===== config.mk =====
export PLATFORM = sky130hd
export DESIGN_NAME = down_link_arb
export DESIGN_NICKNAME = d
export VERILOG_FILES = /design/src/rtl/down_link_arb_pkg.sv /design/src/rtl/down_link_arb_skid.sv /design/src/rtl/down_link_arb.sv
export SDC_FILE = /design/constraint.sdc
export NUM_CORES = 1
export LEC_CHECK = 0
export BUFFER_PORTS_ARGS = -buffer_cell sky130_fd_sc_hd__clkbuf_2
export CORE_MARGIN = 1
export CORE_UTILIZATION = 33
export DETAILED_ROUTE_END_ITERATION = 7
export SLEW_MARGIN = 30
export SYNTH_ARGS = -nofsm -noshare
export SYNTH_HDL_FRONTEND = slang
export SYNTH_SLANG_ARGS = --single-unit

===== constraint.sdc =====
create_clock -name i_clk -period 1.9 [get_ports i_clk]
set_input_delay 0 -clock i_clk [delete_from_list [all_inputs] [get_ports i_clk]]
set_output_delay 0 -clock i_clk [all_outputs]
set_load 0.01 [all_outputs]

===== src/rtl/down_link_arb_pkg.sv =====
// Shared constants for the down-link arbiter: FSM encodings, default widths
// and a constant-evaluable clog2 helper.
package down_link_arb_pkg;

   localparam logic [1:0] ST_IDLE  = 2'd0;
   localparam logic [1:0] ST_XFER  = 2'd1;
   localparam logic [1:0] ST_FLUSH = 2'd2;

   localparam int DEF_CHANNEL_NUM = 2;
   localparam int DEF_DATA_WIDTH  = 64;
   localparam int DEF_MAX_BEATS   = 1200;

   function automatic int clog2(input int value);
      int r;
      r = 0;
      for (int i = 0; i < 31; i++) begin
         if ((1 << i) < value) r = i + 1;
      end
      return r;
   endfunction

endpackage


===== src/rtl/down_link_arb_skid.sv =====
// axis_skid_reg: two-entry AXI-Stream register slice. s_ready_o is a pure
// register output, so the upstream ready never depends on m_ready_i.
module axis_skid_reg #(
   parameter int P_WIDTH = 8
) (
   input  logic               i_clk,
   input  logic               i_rst,
   input  logic               s_valid_i,
   output logic               s_ready_o,
   input  logic [P_WIDTH-1:0] s_data_i,
   output logic               m_valid_o,
   input  logic               m_ready_i,
   output logic [P_WIDTH-1:0] m_data_o
);

   logic               main_vld_q, main_vld_d, skid_vld_q, skid_vld_d;
   logic [P_WIDTH-1:0] main_dat_q, main_dat_d, skid_dat_q, skid_dat_d;

   // NOTE: every always_comb output gets a default first, otherwise a latch is inferred.
   always_comb begin
      main_vld_d = main_vld_q;
      main_dat_d = main_dat_q;
      skid_vld_d = skid_vld_q;
      skid_dat_d = skid_dat_q;
      if (m_ready_i || !main_vld_q) begin
         if (skid_vld_q) begin
            main_vld_d = 1'b1;
            main_dat_d = skid_dat_q;
            skid_vld_d = 1'b0;
         end else begin
            main_vld_d = s_valid_i;
            if (s_valid_i) main_dat_d = s_data_i;
         end
      end else if (s_valid_i && !skid_vld_q) begin
         skid_vld_d = 1'b1;
         skid_dat_d = s_data_i;
      end
   end

   // NOTE: data registers are reset too, because the stream outputs must read 0 in reset.
   always_ff @(posedge i_clk) begin
      if (i_rst) begin
         main_vld_q <= 1'b0;
         skid_vld_q <= 1'b0;
         main_dat_q <= '0;
         skid_dat_q <= '0;
      end else begin
         // NOTE: state registers use non-blocking assignment only.
         main_vld_q <= main_vld_d;
         skid_vld_q <= skid_vld_d;
         main_dat_q <= main_dat_d;
         skid_dat_q <= skid_dat_d;
      end
   end

   assign s_ready_o = !skid_vld_q;
   assign m_valid_o = main_vld_q;
   assign m_data_o  = main_dat_q;

endmodule


===== src/rtl/down_link_arb.sv =====
// N-channel round-robin, frame-atomic AXI-Stream arbiter with link masking and
// oversize truncation. Define DOWN_LINK_ARB_STAT_EN for per-channel frame/error counters.
module down_link_arb
   import down_link_arb_pkg::*;
#(
   parameter int P_CHANNEL_NUM = DEF_CHANNEL_NUM,
   parameter int P_DATA_WIDTH  = DEF_DATA_WIDTH,
   parameter int P_KEEP_WIDTH  = P_DATA_WIDTH / 8,
   parameter int P_MAX_BEATS   = DEF_MAX_BEATS
) (
   input  logic                                  i_clk,
   input  logic                                  i_rst,
   input  logic [P_CHANNEL_NUM-1:0]              i_link_up,
   input  logic [P_CHANNEL_NUM-1:0]              s_axis_tvalid,
   output logic [P_CHANNEL_NUM-1:0]              s_axis_tready,
   input  logic [P_CHANNEL_NUM*P_DATA_WIDTH-1:0] s_axis_tdata,
   input  logic [P_CHANNEL_NUM*P_KEEP_WIDTH-1:0] s_axis_tkeep,
   input  logic [P_CHANNEL_NUM-1:0]              s_axis_tlast,
   input  logic [P_CHANNEL_NUM-1:0]              s_axis_tuser,
   output logic                                  m_axis_tvalid,
   input  logic                                  m_axis_tready,
   output logic [P_DATA_WIDTH-1:0]               m_axis_tdata,
   output logic [P_KEEP_WIDTH-1:0]               m_axis_tkeep,
   output logic                                  m_axis_tlast,
   output logic                                  m_axis_tuser,
`ifdef DOWN_LINK_ARB_STAT_EN
   output logic [P_CHANNEL_NUM*32-1:0]           o_frame_cnt,
   output logic [P_CHANNEL_NUM*32-1:0]           o_err_cnt,
`endif
   output logic [clog2(P_CHANNEL_NUM)-1:0]       o_grant_ch
);

   localparam int GW = clog2(P_CHANNEL_NUM);
   localparam int CW = clog2(P_MAX_BEATS + 1);
`ifdef DOWN_LINK_ARB_STAT_EN
   localparam int PW = GW + P_DATA_WIDTH + P_KEEP_WIDTH + 2;
`else
   localparam int PW = P_DATA_WIDTH + P_KEEP_WIDTH + 2;
`endif

   logic [1:0]               state_q, state_d;
   logic [GW-1:0]            grant_q, grant_d, ptr_q, ptr_d;
   logic [CW-1:0]            cnt_q, cnt_d;
   logic [P_CHANNEL_NUM-1:0] req, tready;
   logic [GW:0]              pick;
   logic                     g_link, g_valid, g_last, g_user;
   logic [P_DATA_WIDTH-1:0]  g_data, push_data;
   logic [P_KEEP_WIDTH-1:0]  g_keep, push_keep;
   logic                     push, push_last, push_user, skid_ready;
   logic [PW-1:0]            skid_in, skid_out;

   // First requester after ptr in circular order; MSB flags a valid pick.
   function automatic logic [GW:0] rr_pick(input logic [P_CHANNEL_NUM-1:0] r,
                                           input logic [GW-1:0] ptr);
      logic [GW:0] res;
      int          idx;
      res = '0;
      for (int i = P_CHANNEL_NUM; i >= 1; i--) begin
         idx = int'(ptr) + i;
         if (idx >= P_CHANNEL_NUM) idx = idx - P_CHANNEL_NUM;
         if (r[idx]) res = {1'b1, GW'(idx)};
      end
      return res;
   endfunction

   assign req     = s_axis_tvalid & i_link_up;
   assign pick    = rr_pick(req, ptr_q);
   assign g_link  = i_link_up[grant_q];
   assign g_valid = s_axis_tvalid[grant_q];
   assign g_last  = s_axis_tlast[grant_q];
   assign g_user  = s_axis_tuser[grant_q];
   assign g_data  = s_axis_tdata[grant_q*P_DATA_WIDTH +: P_DATA_WIDTH];
   assign g_keep  = s_axis_tkeep[grant_q*P_KEEP_WIDTH +: P_KEEP_WIDTH];

   always_comb begin
      state_d   = state_q;
      grant_d   = grant_q;
      ptr_d     = ptr_q;
      cnt_d     = cnt_q;
      push      = 1'b0;
      push_data = g_data;
      push_keep = g_keep;
      push_last = g_last;
      push_user = g_user;
      // Down channels drain freely unless they own the current frame.
      for (int c = 0; c < P_CHANNEL_NUM; c++) begin
         tready[c] = !i_link_up[c] && !(state_q != ST_IDLE && grant_q == GW'(c));
      end
      case (state_q)
         ST_IDLE: begin
            if (pick[GW]) begin
               grant_d = pick[GW-1:0];
               ptr_d   = pick[GW-1:0];
               cnt_d   = '0;
               state_d = ST_XFER;
            end
         end
         ST_XFER: begin
            if (!g_link) begin
               if (skid_ready) begin
                  push      = 1'b1;
                  push_data = '0;
                  push_keep = P_KEEP_WIDTH'(1);
                  push_last = 1'b1;
                  push_user = 1'b1;
                  cnt_d     = '0;
                  state_d   = ST_FLUSH;
               end
            end else begin
               tready[grant_q] = skid_ready;
               if (skid_ready && g_valid) begin
                  push = 1'b1;
                  if (g_last) begin
                     cnt_d   = '0;
                     state_d = ST_IDLE;
                  end else if (cnt_q == CW'(P_MAX_BEATS - 1)) begin
                     push_last = 1'b1;
                     push_user = 1'b1;
                     cnt_d     = '0;
                     state_d   = ST_FLUSH;
                  end else begin
                     cnt_d = cnt_q + CW'(1);
                  end
               end
            end
         end
         ST_FLUSH: begin
            tready[grant_q] = 1'b1;
            if (!g_link || (g_valid && g_last)) state_d = ST_IDLE;
         end
         default: state_d = ST_IDLE;
      endcase
   end

   always_ff @(posedge i_clk) begin
      if (i_rst) begin
         state_q <= ST_IDLE;
         grant_q <= '0;
         ptr_q   <= GW'(P_CHANNEL_NUM - 1);
         cnt_q   <= '0;
      end else begin
         state_q <= state_d;
         grant_q <= grant_d;
         ptr_q   <= ptr_d;
         cnt_q   <= cnt_d;
      end
   end

   assign s_axis_tready = i_rst ? '0 : tready;
   assign o_grant_ch    = grant_q;

`ifdef DOWN_LINK_ARB_STAT_EN
   logic [GW-1:0] out_ch;
   assign skid_in = {grant_q, push_data, push_keep, push_last, push_user};
   assign {out_ch, m_axis_tdata, m_axis_tkeep, m_axis_tlast, m_axis_tuser} = skid_out;
`else
   assign skid_in = {push_data, push_keep, push_last, push_user};
   assign {m_axis_tdata, m_axis_tkeep, m_axis_tlast, m_axis_tuser} = skid_out;
`endif

   axis_skid_reg #(.P_WIDTH(PW)) u_skid (
      .i_clk     (i_clk),
      .i_rst     (i_rst),
      .s_valid_i (push),
      .s_ready_o (skid_ready),
      .s_data_i  (skid_in),
      .m_valid_o (m_axis_tvalid),
      .m_ready_i (m_axis_tready),
      .m_data_o  (skid_out)
   );

`ifdef DOWN_LINK_ARB_STAT_EN
   logic                        upd_q, upd_d, upd_err_q, upd_err_d;
   logic [GW-1:0]               upd_ch_q, upd_ch_d;
   logic [P_CHANNEL_NUM*32-1:0] frame_cnt_q, frame_cnt_d, err_cnt_q, err_cnt_d;

   // Counters follow the tlast handshake by one cycle and saturate at all-ones.
   always_comb begin
      upd_d       = m_axis_tvalid && m_axis_tready && m_axis_tlast;
      upd_err_d   = m_axis_tuser;
      upd_ch_d    = out_ch;
      frame_cnt_d = frame_cnt_q;
      err_cnt_d   = err_cnt_q;
      if (upd_q) begin
         if (frame_cnt_q[upd_ch_q*32 +: 32] != '1)
            frame_cnt_d[upd_ch_q*32 +: 32] = frame_cnt_q[upd_ch_q*32 +: 32] + 32'd1;
         if (upd_err_q && err_cnt_q[upd_ch_q*32 +: 32] != '1)
            err_cnt_d[upd_ch_q*32 +: 32] = err_cnt_q[upd_ch_q*32 +: 32] + 32'd1;
      end
   end

   always_ff @(posedge i_clk) begin
      if (i_rst) begin
         upd_q       <= 1'b0;
         upd_err_q   <= 1'b0;
         upd_ch_q    <= '0;
         frame_cnt_q <= '0;
         err_cnt_q   <= '0;
      end else begin
         upd_q       <= upd_d;
         upd_err_q   <= upd_err_d;
         upd_ch_q    <= upd_ch_d;
         frame_cnt_q <= frame_cnt_d;
         err_cnt_q   <= err_cnt_d;
      end
   end

   assign o_frame_cnt = frame_cnt_q;
   assign o_err_cnt   = err_cnt_q;
`endif

endmodule


======== Word level (Yosys, flattened, before mapping) ========
Index checks and enable logic that the tools add are counted.
operators by class
  add/sub/neg operators ................... 5
  order comparisons ....................... 6
  muxes and demuxes ....................... 64
  bitwise operators ....................... 4
  reductions and logical operators ........ 27
  equality and inequality tests ........... 8
  shifts and indexed selects .............. 2
operators with widths
  cell                   number
  $mux 64                3
  $mux 74                2
  $shiftx 128x8->64      1
  $mux 11                6
  $lt 32x3->1 const B    2
  $mux 32                2
  $mux 1                 32
  $mux 8                 3
  $mux 2                 11
  $pmux 11 s2            1
  $shiftx 16x5->8        1
  $add 11x1->11 const B  1
  $eq 11x11->1 const B   1
  $logic_and 1x1->1      8
  $logic_not 1->1        7
  $ne 3x3->1 const B     2
  $pmux 2 s3             1
  $reduce_and 2->1       3
  $reduce_bool 2->1      3
  $reduce_and 5->1       1
  $ne 2x2->1 const B     2
  $ne 4x4->1 const B     1
  $pmux 2 s2             1
  $reduce_and 4->1       1
  other kinds (18)       20
storage, ports and cells
  bits of input ports ..................... 155
  flip-flop bits (word level) ............. 165
  word-level logic and storage cells ...... 124
  output and inout port bits .............. 78

======== Logic depth before layout (Yosys ltp) ========
Gate-level depths: netlist of run 1.
  depth after elaboration ................. 10
  mapped depth ............................ 10

======== Hierarchy ========
A second synthesis of run 1 with hierarchy kept.
second synthesis, totals
  cell total of the unflattened synthesis .. 975
  area total of the unflattened synthesis .. 8460.6 um2
by module, submodules not included
  module         cells each  seq. area each (um2)  area an instance (um2)  instances
  axis_skid_reg  670         3002.9                6306.0                  1
  down_link_arb  305         300.3                 2154.6                  1

======== Worst setup path before layout of run 1 ========
OpenSTA, ideal clock, no wires.
  path type ............................... reg-to-reg
  start point ............................. register grant_q (netlist: o_grant_ch)
  end point ............................... register u_skid.main_dat_q[44] (netlist: u_skid.m_data_o[44])
  data required time ...................... 1.754 ns
  data arrival time ....................... 1.671 ns
  setup slack ............................. 0.083 ns
  cell stages (with the launch flop) ...... 9
  library setup time ...................... 0.146 ns
  path through ............................ dfxtp_1 buf_2 mux2_2 buf_4 clkbuf_1 o21ai_0 nor2_1 a21oi_1 a211oi_2
between the ends
  longest elaborated chain between the ends .. 8
ends and longest elaborated chain
  item                                                                       line                      text
  from (decl)                                                                down_link_arb.sv:42       logic [GW-1:0] grant_q, grant_d, ptr_q, ptr_d;
  from (signal assigned)                                                     down_link_arb.sv:143      grant_q <= grant_d;
  parallel branches: the longest is 8 deep, another holds $shiftx 128x8->64  --
  to (signal assigned)                                                       down_link_arb_skid.sv:51  main_dat_q <= main_dat_d;
  to (decl)                                                                  down_link_arb_skid.sv:17  logic [P_WIDTH-1:0] main_dat_q, main_dat_d, skid_dat_q, skid_dat_d;
Parallel ways; which one is timed is not known. The select of a mux whose other input is x is not followed.
A chain may end at the register's enable or synchronous reset.

======== Worst setup path after layout of run 1 ========
  start point ............................. register grant_q (netlist: o_grant_ch)
  end point ............................... register u_skid.main_dat_q[33] (netlist: u_skid.m_data_o[33])
Same word-level chain as after synthesis.

==> results.ini, run 1 <==
[timing]
worst_pin_slew_ns = 0.564
rsz0062_at_grt = true
fin_skew_ns = 0.0125
maxSlewViolCount = 0
max_slew_margin = 0.624
fmax_mhz = 539
setup_viol = 0
final_hold_viol_count = 0
fin_crit_sh = 0.976
min_period_ns = 1.85

[yosys]
synth-xor-area-share = 0
synth_top_flop_cell = dfxtp_1
synth_area_leaders = dfxtp_1 (39%), nor2_1 (13%), mux2_2 (9.8%)
synth_warnings = 0
synth_top_family_by_area = compound AO/OA/AOI/OAI gates
synth_compound_area_frac = 0.265
syn_avg_cell_area_um2 = 8.04
ys_top_cells_by_count = nor2_1 (303), dfxtp_1 (165), a21oi_1 (154)
synth_cell_types = 48
synth_cells = 1058
synth_edf_count = 0
synth-adder-area-share = 0.00588
post-synth-top-count-cell = nor2_1
synth_simple_gate_area_frac = 0.180
async_flop_share = 0
syn-cell-area_mm2 = 0.00850
ys_seq_area_frac = 0.388
synth_top_cell_area_share = 0.388
syn_nets = 1217
netlist.top_cell.by_area = dfxtp_1
ys_seq_elements = 165
muxShareOfSynthArea = 0.104

[critical_path]
reg2reg_depth = 6
cp_num_buf_inv = 1
crit_arrival_ns = 2.15
cp_max_fo = 31
r2r_setup_slack_ns = 0.05
crit_type = flip-flop to flip-flop
cp-end-kind = flip-flop
r2r-end = u_skid.m_data_o[33]
cp_top_family = compound AO/OA/AOI/OAI gates
crit_path_max_incr_delay_ns = 0.42
crit_chain = mux2_2 > buf_4 > o21ai_0 > nor2_1 > a21oi_1 > a211oi_2
crit_slowest_cell = dfxtp_4
r2r_start = o_grant_ch
required_ns = 2.20
start_kind = flip-flop

[place]
dp_cells = 1557
io_buffer_count = 232
place_congestion = 0.791
dp_hpwl_um = 14900
placedInstanceArea_mm2 = 0.0101

[min_path]
holdPathEnd = u_skid.skid_dat_q[7]
min_path_cells = 2
hp-class = input port to flip-flop
min_from = i_rst

[global_route]
met2_usage = 0.268
grt_use_met3 = 0.0341
grt_pass1_wl_um = 35700
met1_usage = 0.228
grt_pass1_vias = 7015
grt_overflow_total = 0
grt_max_degree = 65
grt_usage = 0.167
top_usage_layer = met2
antenna_found_initial = 0

[cts]
numCtsBuffers = 17
htreeDepth = 4
clkLatencyLatePin_ns = 0.43
cts_tree = done
cts_max_path_buffers = 2
cts_num_sinks = 165
path_clk_slew_ns = 0.07
cts_root_buf = clkbuf_16

[detailed_routing]
vias_per_cell = 4.97
ant_nets = 0
drc = 0
drt-total-wl_um = 22300
dr_total_vias = 7919
drt_first_pass_iters = 6
wl_per_cell_um = 14.0
drt-initial-drc-count = 464

[die]
start_util = 0.337
coreArea_mm2 = 0.0253
io_pins = 233
dieWidth_um = 163
die_height_um = 163
num_rows = 58
dieArea_mm2 = 0.0264

[finish]
drive_gt1_frac = 0.363
nFillCells = 2583
area_delta_synth_final_pct = 26.3
num_antenna_cells = 0
stdcell_area_mm2 = 0.0107
nNetsFinal = 1410
final_cells = 1594

[pwr]
netSwitchingFraction = 0.381
p_seq_frac = 0.343
p_int_mw = 7.95
p_per_area_mw_per_mm2 = 1200
ir_drop_v = 0.000569
power.leakage_nw = 4.35
power_frac_clock = 0.256
p_switching_mw = 4.89
total_power_mw = 12.8
combPwrFrac = 0.401

[run]
cap_violations = 0

[outcome]
status = complete, no violations

==> area by class of cell <==
| type | count | area, µm² | share of cell area |
|---|---|---|---|
| multi-input cells | 788 | 4800 | 0.447 |
| flip-flops and latches | 165 | 3310 | 0.309 |
| repair buffers | 272 | 1630 | 0.152 |
| clock buffers | 19 | 443 | 0.0412 |
| well taps | 330 | 413 | 0.0384 |
| clock inverters | 13 | 113 | 0.0105 |
| inverters | 7 | 28.8 | 0.00268 |
==> flip-flops by register name (all words and copies together), names as in the netlist <==
signal / cells
cnt_q: 11
state_q: 2
u_skid.skid_dat_q: 74
u_skid.skid_vld_q: 1
o_grant_ch: 1
u_skid.m_data_o: 74
ptr_q: 1
u_skid.m_valid_o: 1
==> metal layers <==
layer | wire, µm | share of wire | vias up
met5 | 0 | 0 | -
met4 | 265 | 0.012 | 0
met3 | 1050 | 0.047 | 19
met2 | 10200 | 0.46 | 209
met1 | 10800 | 0.48 | 3623
li1 | - | - | 4068
==> worst register-to-register path, stage by stage (launching register included) <==
cell	delay, ns
dfxtp_4	0.42
mux2_2	0.42
buf_4	0.26
o21ai_0	0.30
nor2_1	0.06
a21oi_1	0.18
a211oi_2	0.09
==> placed cells by master (no fill, tap or decap), types with 4 or more instances in the layout <==
cell type,netlist,final
inv_6,0,5
clkinv_4,0,4
o21ai_1,2,14
a21oi_1,154,153
buf_12,0,12
nand3_1,13,13
dfxtp_1,165,160
a211oi_2,60,61
mux2_2,74,74
nand2_1,18,17
clkbuf_16,0,17
o32ai_1,4,4
nor2_1,303,301
inv_1,7,6
a211oi_1,16,15
and3_1,4,4
clkbuf_2,1,229
mux2i_1,5,5
nor3_1,6,5
buf_4,2,24
a31oi_1,5,5
nand2b_1,6,4
o21ai_0,77,63
==> power by group through the flow <==
| stage | Sequential (mW) | Combinational, mW | Clock (mW) |
|---|---|---|---|
| 2_1_floorplan | 4.66 | 3.21 | 0 |
| 4_1_cts | 4.41 | 5.07 | 3.38 |
| 3_5_place_dp | 4.47 | 4.97 | 0 |
| 3_3_place_gp | 4.47 | 4.90 | 0 |
| 5_1_grt | 4.48 | 5.68 | 3.53 |
| 6_report | 4.40 | 5.15 | 3.29 |
==> through the flow <==
step / TNS (ns) / setup slack (ns) / hold slack, ns / utilization
2_1_floorplan: 0 / 0.0826 / 0.208 / -
5_1_grt: -0.581 / -0.0488 / 0.0219 / 0.425
3_5_place_dp: 0 / 0.00694 / 0.405 / 0.398
4_1_cts: 0 / 0.00576 / 0.00781 / 0.423
6_report: 0 / 0.0462 / 0.0236 / 0.425
3_3_place_gp: 0 / 0.0652 / 0.389 / 0.398
==> worst max-delay path by stage <==
stage          startpoint                   to  slack (ns)  cells after the start
2_1_floorplan  o_grant_ch  u_skid.m_data_o[44]        0.08                      8
3_3_place_gp   o_grant_ch  u_skid.m_data_o[34]        0.07                      6
3_5_place_dp   state_q[1]  u_skid.m_data_o[28]       0.007                      8
4_1_cts        state_q[1]     s_axis_tready[0]       0.006                      9
5_1_grt        o_grant_ch  u_skid.m_data_o[27]       -0.05                      6
6_report       o_grant_ch  u_skid.m_data_o[33]        0.05                      6
==> repair_timing <==
action	CTS	global route
gates resized for setup	9	29
hold buffers	3	0
buffers inserted	1	2
setup endpoints to repair	4	41
pin swaps	0	3
hold endpoints to repair	2	0
==> logic make-up (layout without fill, tap and decap cells) <==
family          after synthesis  after routing
compound gates              334            334
buf+inv                     105            311
fa+ha+maj                     4              4
mux                          79             79
flops                       165            165
simple gates                371            371
No activity file was read; power rests on OpenSTA's default activity.
==> inputs of run 2 (changes only) <==
GPL_ROUTABILITY_DRIVEN = 0   (was unset)
GPL_TIMING_DRIVEN = 0   (was unset)
==> run 2 against run 1 <==
Net effect: critical path depth is the same; sequential power is essentially flat; core utilization grew 4.5 points; clock skew is essentially flat; combinational power grew 22%; sequential share of layout area shrank 2.9 points; largest cell class unchanged; first-iteration DRC count shrank 2.6%; critical endpoint is now u_skid.m_data_o[70]; global-route usage grew 4.4 points; final cell count grew 5.1%.
==> results.ini, run 2 (synthesized netlist as in run 1, its figures left out) <==
[finish]
nNetsFinal = 1491  ; +5.7%
final_cells = 1675  ; +5.1%
area_delta_synth_final_pct = 39.5
mostFrequentLayoutCell = nor2_1
stdcell_area_mm2 = 0.0119  ; +10%
final_cell_mix = nor2_1 (294), clkbuf_2 (245), dfxtp_1 (159), a21oi_1 (85), mux2_2 (74)
drive_gt1_frac = 0.457  ; +0.0941
num_antenna_cells = 0  ; unchanged

[die]
io_pins = 233  ; unchanged
dieArea_mm2 = 0.0264  ; unchanged
dieWidth_um = 163  ; unchanged
coreArea_mm2 = 0.0253  ; unchanged
num_rows = 58  ; unchanged
die_height_um = 163  ; unchanged
start_util = 0.337  ; unchanged

[place]
io_buffer_count = 229  ; -1.3%
preCtsSetupSlack_ns = -0.556  ; -0.563 ns
placedInstanceArea_mm2 = 0.0101  ; about the same
dp_hpwl_um = 19000  ; +28%
dp_cells = 1617  ; +3.9%

[global_route]
grt_pass1_wl_um = 43500  ; +22%
grt_overflow_total = 0  ; unchanged
grt_pass1_vias = 8006  ; +14%
grt_usage = 0.211  ; +0.0437
antenna_found_initial = 0  ; unchanged
grt_max_degree = 17  ; -74%

[timing]
rsz0062_at_grt = true
setup_viol = 0  ; unchanged
fin_skew_ns = 0.0130  ; +0.000499 ns
fin_crit_sh = 0.976  ; about the same
final_hold_viol_count = 0  ; unchanged
fmax_mhz = 539  ; about the same
maxSlewViolCount = 0  ; unchanged
min_period_ns = 1.85  ; +0.000955 ns
finalWorstSetupSlack_ns = 0.0452  ; -0.000955 ns
max_slew_margin = 0.406  ; -0.218
worst_pin_slew_ns = 0.890  ; +0.327 ns

[outcome]
status = complete, no violations

[cts]
path_clk_slew_ns = 0.06  ; about the same
cts_num_sinks = 165  ; unchanged
cts_max_path_buffers = 2  ; unchanged
numCtsBuffers = 17  ; unchanged
cts_root_buf = clkbuf_16
cts_tree = done
htreeDepth = 4  ; unchanged
clkLatencyLatePin_ns = 0.43  ; about the same

[detailed_routing]
vias_per_cell = 5.15  ; +3.6%
drt-initial-drc-count = 452  ; -2.6%
wl_per_cell_um = 16.9  ; +21%
ant_nets = 0  ; unchanged
dr_total_vias = 8619  ; +8.8%
drc = 0  ; unchanged
drt_first_pass_iters = 5  ; -1
drt-total-wl_um = 28400  ; +27%

[pwr]
p_per_area_mw_per_mm2 = 1210  ; +1.6%
power.leakage_nw = 4.83  ; +11%
ir_drop_v = 0.000571  ; +0.41%
total_power_mw = 14.4  ; +12%

[critical_path]
cp-end-kind = flip-flop
crit_arrival_ns = 2.14  ; about the same
crit_type = flip-flop to flip-flop
start_kind = flip-flop
r2r_setup_slack_ns = 0.05  ; about the same
required_ns = 2.18  ; -0.02 ns
cp_max_fo = 10  ; -68%

[min_path]
hp-class = input port to flip-flop

[run]
cap_violations = 0  ; unchanged

## run 2: metal layers
metal | GRT usage | part of all wire | vias to the layer above
met5 | 0 | 0 | -
met4 | 0.0590 | 0.018 | 0
met3 | 0.0354 | 0.050 | 33
met2 | 0.340 | 0.47 | 276
met1 | 0.289 | 0.46 | 4060
li1 | - | - | 4250
## run 2: final cells by class
class,instances,area (µm²)
timing repair buffer,255,1480
clock inverter,13,171
tap,330,413
multi-input combinational,790,5250
clock buffer,19,443
inverter,7,28.8
fill,2502,13400
sequential,165,3320
buffer,96,767
## run 2: power breakdown
| group | internal, mW | leakage, nW | switching [mW] | total [mW] |
|---|---|---|---|---|
| logic | 2.74 | 3.18 | 3.56 | 6.29 |
| clock network | 2.13 | 0.300 | 1.57 | 3.70 |
| registers | 4.07 | 1.34 | 0.352 | 4.42 |
## run 2: worst paths after layout
path / from / to / cells past startpoint
hold reg to reg: cnt_q[1] / cnt_q[1] / 2
hold / removal: i_link_up[0] / ptr_q / 4
setup reg to reg: o_grant_ch / u_skid.m_data_o[70] / 6
setup / recovery: o_grant_ch / u_skid.m_data_o[70] / 6
## run 2: critical path, cell delays in order, from the launching register on
cell and delay, ns:
dfxtp_4 0.41, mux2_2 0.40, clkbuf_1 0.26, o21ai_0 0.29
nor2_1 0.06, a21oi_1 0.20, a211oi_2 0.10
## run 2: metrics by stage
| step | TNS (ns) | hold WS [ns] | utilization |
|---|---|---|---|
| global route | -0.198 | 0.0529 | 0.470 |
| global placement | -55.27 | 0.379 | 0.398 |
| detailed placement | -60.48 | 0.383 | 0.398 |
| floorplan | 0 | 0.208 | - |
| CTS | -0.0969 | 0.0118 | 0.453 |
| finish | 0 | 0.0388 | 0.470 |
## run 2: what timing repair did
item	CTS	global route
pin swaps	8	28
hold buffers	4	0
setup endpoints to repair	160	154
cloned	8	2
endpoints found under the hold margin	3	0
resized for setup	202	146
setup buffers	10	4
